===== src/rtl/mem_port_arbiter.sv =====
// Arbiter sharing one synchronous-read memory port between instruction fetch and
// load/store traffic, with a streak limit on data priority and an EBREAK halt.
module mem_port_arbiter #(
    parameter int ADDR_W          = 32,
    parameter int DATA_W          = 32,
    parameter int MAX_DATA_STREAK = 4
) (
    input  logic              clk,
    input  logic              rst,
    input  logic              if_req,
    input  logic [ADDR_W-1:0] if_addr,
    output logic              if_gnt,
    output logic              if_rvalid,
    output logic [DATA_W-1:0] if_rdata,
    input  logic              d_req,
    input  logic              d_we,
    input  logic [3:0]        d_be,
    input  logic [ADDR_W-1:0] d_addr,
    input  logic [DATA_W-1:0] d_wdata,
    output logic              d_gnt,
    output logic              d_rvalid,
    output logic [DATA_W-1:0] d_rdata,
    input  logic              halt_req,
    input  logic              halt_clr,
    output logic              halted,
    output logic              isInst,
    output logic              mem_en,
    output logic              mem_we,
    output logic [3:0]        mem_be,
    output logic [ADDR_W-1:0] mem_addr,
    output logic [DATA_W-1:0] mem_wdata,
    input  logic [DATA_W-1:0] mem_rdata
);

    localparam int SW = $clog2(MAX_DATA_STREAK + 1);
    localparam logic [SW-1:0] STREAK_MAX = SW'(MAX_DATA_STREAK);

    typedef enum logic { RUN, HALT } state_t;
    typedef enum logic [1:0] { P_NONE, P_IF, P_D } pend_t;

    state_t            state, state_nx;
    pend_t             pend, pend_nx;
    logic [SW-1:0]     streak, streak_nx;
    logic [DATA_W-1:0] if_hold, d_hold;
    logic              fetch_wins;

    always_comb begin
        state_nx   = state;
        pend_nx    = P_NONE;
        streak_nx  = streak;
        if_gnt     = 1'b0;
        d_gnt      = 1'b0;
        mem_en     = 1'b0;
        mem_we     = 1'b0;
        mem_be     = '0;
        mem_addr   = '0;
        mem_wdata  = '0;
        fetch_wins = if_req && (state == RUN) && (streak == STREAK_MAX);

        if (halt_req)
            state_nx = HALT;
        else if (halt_clr)
            state_nx = RUN;

        if (!rst) begin
            if (d_req && !fetch_wins)
                d_gnt = 1'b1;
            else if (if_req && state == RUN)
                if_gnt = 1'b1;
        end

        if (d_gnt) begin
            mem_en    = 1'b1;
            mem_we    = d_we;
            mem_be    = d_be;
            mem_addr  = d_addr;
            mem_wdata = d_wdata;
            if (!d_we)
                pend_nx = P_D;
        end else if (if_gnt) begin
            mem_en   = 1'b1;
            mem_be   = 4'hF;
            mem_addr = if_addr;
            pend_nx  = P_IF;
        end

        // Streak only measures how long a waiting fetch has been starved by data.
        if (!if_req || if_gnt)
            streak_nx = '0;
        else if (state == RUN && d_gnt && streak != STREAK_MAX)
            streak_nx = streak + SW'(1);
    end

    always_ff @(posedge clk or posedge rst) begin
        if (rst) begin
            state   <= RUN;
            pend    <= P_NONE;
            streak  <= '0;
            if_hold <= '0;
            d_hold  <= '0;
        end else begin
            state  <= state_nx;
            pend   <= pend_nx;
            streak <= streak_nx;
            if (pend == P_IF)
                if_hold <= mem_rdata;
            if (pend == P_D)
                d_hold <= mem_rdata;
        end
    end

    // Read data is forwarded from the memory in its valid cycle, then held.
    assign if_rvalid = (pend == P_IF);
    assign d_rvalid  = (pend == P_D);
    assign if_rdata  = if_rvalid ? mem_rdata : if_hold;
    assign d_rdata   = d_rvalid ? mem_rdata : d_hold;
    assign isInst    = if_rvalid;
    assign halted    = (state == HALT);

endmodule


===== config.mk =====
export PLATFORM = sky130hd
export DESIGN_NAME = mem_port_arbiter
export DESIGN_NICKNAME = d
export VERILOG_FILES = /design/src/rtl/mem_port_arbiter.sv
export SDC_FILE = /design/constraint.sdc
export NUM_CORES = 1
export LEC_CHECK = 0
export ABC_AREA = 1
export CAP_MARGIN = 40
export CORE_ASPECT_RATIO = 0.9
export CORE_MARGIN = 1
export CORE_UTILIZATION = 30
export CTS_CLUSTER_SIZE = 16
export DETAILED_ROUTE_END_ITERATION = 16
export GPL_TIMING_DRIVEN = 0
export PLACE_DENSITY_LB_ADDON = 0.05
export SYNTH_ARGS = -nofsm -noshare
export SYNTH_HDL_FRONTEND = slang
export SYNTH_SLANG_ARGS = --single-unit

===== constraint.sdc =====
create_clock -name clk -period 11.4 [get_ports clk]
set_input_delay 2.28 -clock clk [delete_from_list [all_inputs] [get_ports clk]]
set_output_delay 2.28 -clock clk [all_outputs]
set_load 0.005 [all_outputs]

==> run_results.csv <==
group,metric,value,unit
power,power_frac_comb,30.3,%
floorplan,dieArea,11800,um^2
synthesis,synth_top_flop_cell,"dfrtp_1",
setup_path,end_kind,"primary output",
setup_path,crit_type,"primary input to primary output",
drt,drtIter0Drc,167,
synthesis,synth.most_common_cell,"nand2_1",
synthesis,syn-num-nets,601,
setup_path,required,9.12,ns
sta,setup_ws,4.55,ns
drt,wl_met3,1170,um
setup_path,worstPathMaxFanout,58,
drt,drc,0,
sta,tightest_slew,0.513,ns
clocking,htreeDepth,3,
sta,setup_viol_count_final,0,
power,p_int,0.680,mW
clocking,postCtsHoldBufs,0,
sta,rsz0062_at_grt,"false",
clocking,cts-root-buf,"clkbuf_16",
clocking,ctsResizeCount,0,
grt,antenna_found_initial,2,
synthesis,ys_warn_count,0,
synthesis,synth_edf_count,0,
clocking,cts_buffers,9,
synthesis,synthTopCellsByArea,"dfrtp_1, nand2_1, o21ai_0",
clocking,path_clk_slew,0.05,ns
floorplan,die_h,103,um
drt,routed_wl,13200,um
power,p_leak,3.28,nW
synthesis,synth_compound_area_share,10.2,%
floorplan,dieWidth,114,um
drt,first_pass_iters,5,
drt,met2WireLength,6750,um
synthesis,synthXorXnorAreaFrac,0.258,%
power,total_power,0.902,mW
floorplan,core,10900,um^2
grt,grt_pass1_wl,19900,um
synthesis,async_flop_share,100,%
synthesis,synth_adder_area_share,0.736,%
clocking,post-cts-setup-buffer-count,0,
sta,hold_violations,0,
final_layout,syn_to_final_growth,98.3,%
clocking,clk_latency,0.33,ns
sta,relSlewSlack,65.8,%
floorplan,floorplan.rows,36,
setup_path,r2r_slack,9.95,ns
power,p_clk_share,35.2,%
floorplan,start_util,31.0,%
setup_path,worst_setup_path_start_kind,"primary input",
drt,viasPerCell,4.33,
drt,ant_nets,0,
run,drv_cap,0,
final_layout,drive_gt1_share,4.77,%
sta,fmax,0.146,GHz
placed_design,dp.final_hpwl,10600,um
synthesis,synthSimpleGateAreaFrac,25.1,%
grt,first_global_vias,3861,
setup_path,crit_arrival,4.57,ns
placed_design,portBuffers,278,
synthesis,synth.top_cell.area_share,51.5,%
clocking,cts.sinks,70,
final_layout,postLayoutCellArea,6740,um^2
min_path,hold_class,"register to register",
drt,route.top_layer_used,"met5",
synthesis,synth_top_family_by_area,"simple AND/OR/NAND/NOR gates",
power,power_frac_seq,34.6,%
final_layout,layout.nets,891,
placed_design,routabilityCongestion,0.806,
power,ir_drop,0.0000826,V
drt,dr_total_vias,3920,
synthesis,synth_mux_area_share,0,%
sta,setup_tns,0,ns
sta,timing.hold.ws,0.493,ns
final_layout,multi_input_area,1230,um^2
clocking,clk_path_buf_depth,2,
placed_design,dp_slack,4.52,ns
synthesis,syn_inst,460,
power,swShare,24.7,%
drt,wl_per_cell,14.5,um
power,p_sw,0.223,mW
synthesis,yosysSeqAreaShare,51.5,%
drt,wl_met1,4920,um
sta,slew_violations,0,
final_layout,regArea,1750,um^2
status,status,"complete, no violations",
clocking,cts_tree,"yes",
floorplan,io_pins,279,
sta,clock_skew,0.00500,ns
grt,grt_overflow,0,
sta,fin_crit_sh,60.1,%
synthesis,syn_avg_cell_area,7.39,um^2
grt,track_usage,22.4,%
synthesis,syn_area,3400,um^2
synthesis,yosys_register_bits,70,
placed_design,place_area,6400,um^2
grt,grt_max_degree,59,
final_layout,fillers,978,
power,pwr_density_cell,134,nW/um^2
final_layout,diodes,0,
synthesis,synth_commonest_cells,"nand2_1, inv_1, dfrtp_1",
synthesis,synth_cell_type_count,19,
synthesis,yosysTopAreaCell,"dfrtp_1",
sta,fin_crit,6.85,ns
-- worst paths after layout --
path                                         end             startpoint  cells past startpoint
max                                 mem_addr[25]                    rst                      9
min                        if_hold[26]$_DFF_PP0_  if_hold[26]$_DFF_PP0_                      2
max reg2reg                if_hold[31]$_DFF_PP0_      pend[1]$_DFF_PP0_                      4
min reg2reg                if_hold[26]$_DFF_PP0_  if_hold[26]$_DFF_PP0_                      2
max in group asynchronous  streak[0]$_DFFE_PP0P_                    rst                      3
min in group asynchronous   d_hold[19]$_DFF_PP0_                    rst                      2
-- power groups by stage --
stage | clock, mW | combinational, mW | sequential, mW
2_1_floorplan | 0 | 0.0815 | 0.312
3_3_place_gp | 0 | 0.271 | 0.314
3_5_place_dp | 0 | 0.276 | 0.316
4_1_cts | 0.321 | 0.278 | 0.312
5_1_grt | 0.333 | 0.299 | 0.317
6_report | 0.317 | 0.273 | 0.312
-- flip-flops by register name, summed over array words and instances (netlist names) --
name     cells
halted       1
d_hold      32
streak       3
if_hold     32
pend         2
-- cell type report --
cell class / count / area share [%]
Timing Repair Buffer: 279 / 41.7
Sequential cell: 70 / 26.0
Multi-Input combinational cell: 291 / 18.3
Inverter: 76 / 4.31
Clock buffer: 9 / 3.34
Tap cell: 152 / 2.82
Buffer: 23 / 1.88
Clock inverter: 6 / 1.65
-- kinds of logic (layout without fill, tap and decap cells) --
logic type	after synthesis	after routing
adder cells (fa/ha/maj)	2	2
flip-flops	70	70
AND/OR/NAND/NOR	220	220
XOR/XNOR	1	1
buffers and inverters	99	393
AO/OA/AOI/OAI	68	68
-- cell usage in the layout, fill, tap and decap left out, types with 3 or more instances in the layout --
cell type and count:
nand2_1 180, clkbuf_1 10, clkdlybuf4s50_1 278, buf_2 8, nor2_1 36, inv_1 72, o21ai_0 64, dfrtp_1 70
buf_6 3, clkbuf_16 9, bufinv_16 3
-- layer usage --
layer | up-vias | track usage, %
li1 | 1958 | -
met1 | 1766 | 25.2
met2 | 166 | 39.3
met3 | 26 | 7.76
met4 | 4 | 9.09
met5 | - | 0
-- worst max-delay path, cell delays in order --
cell and delay [ns]:
clkdlybuf4s50_1 0.45, inv_4 0.21, buf_16 0.31, nand3_4 0.17
inv_2 0.19, buf_4 0.19, nand2_1 0.06, nand2_1 0.11
clkdlybuf4s50_1 0.55
-- stage by stage --
step	util (%)	cells
floorplan	-	460
global placement	58.2	890
detailed placement	58.5	891
CTS	61.6	906
global route	61.6	906
finish	61.6	906
Note: power is estimated with default switching activity, not from simulation.
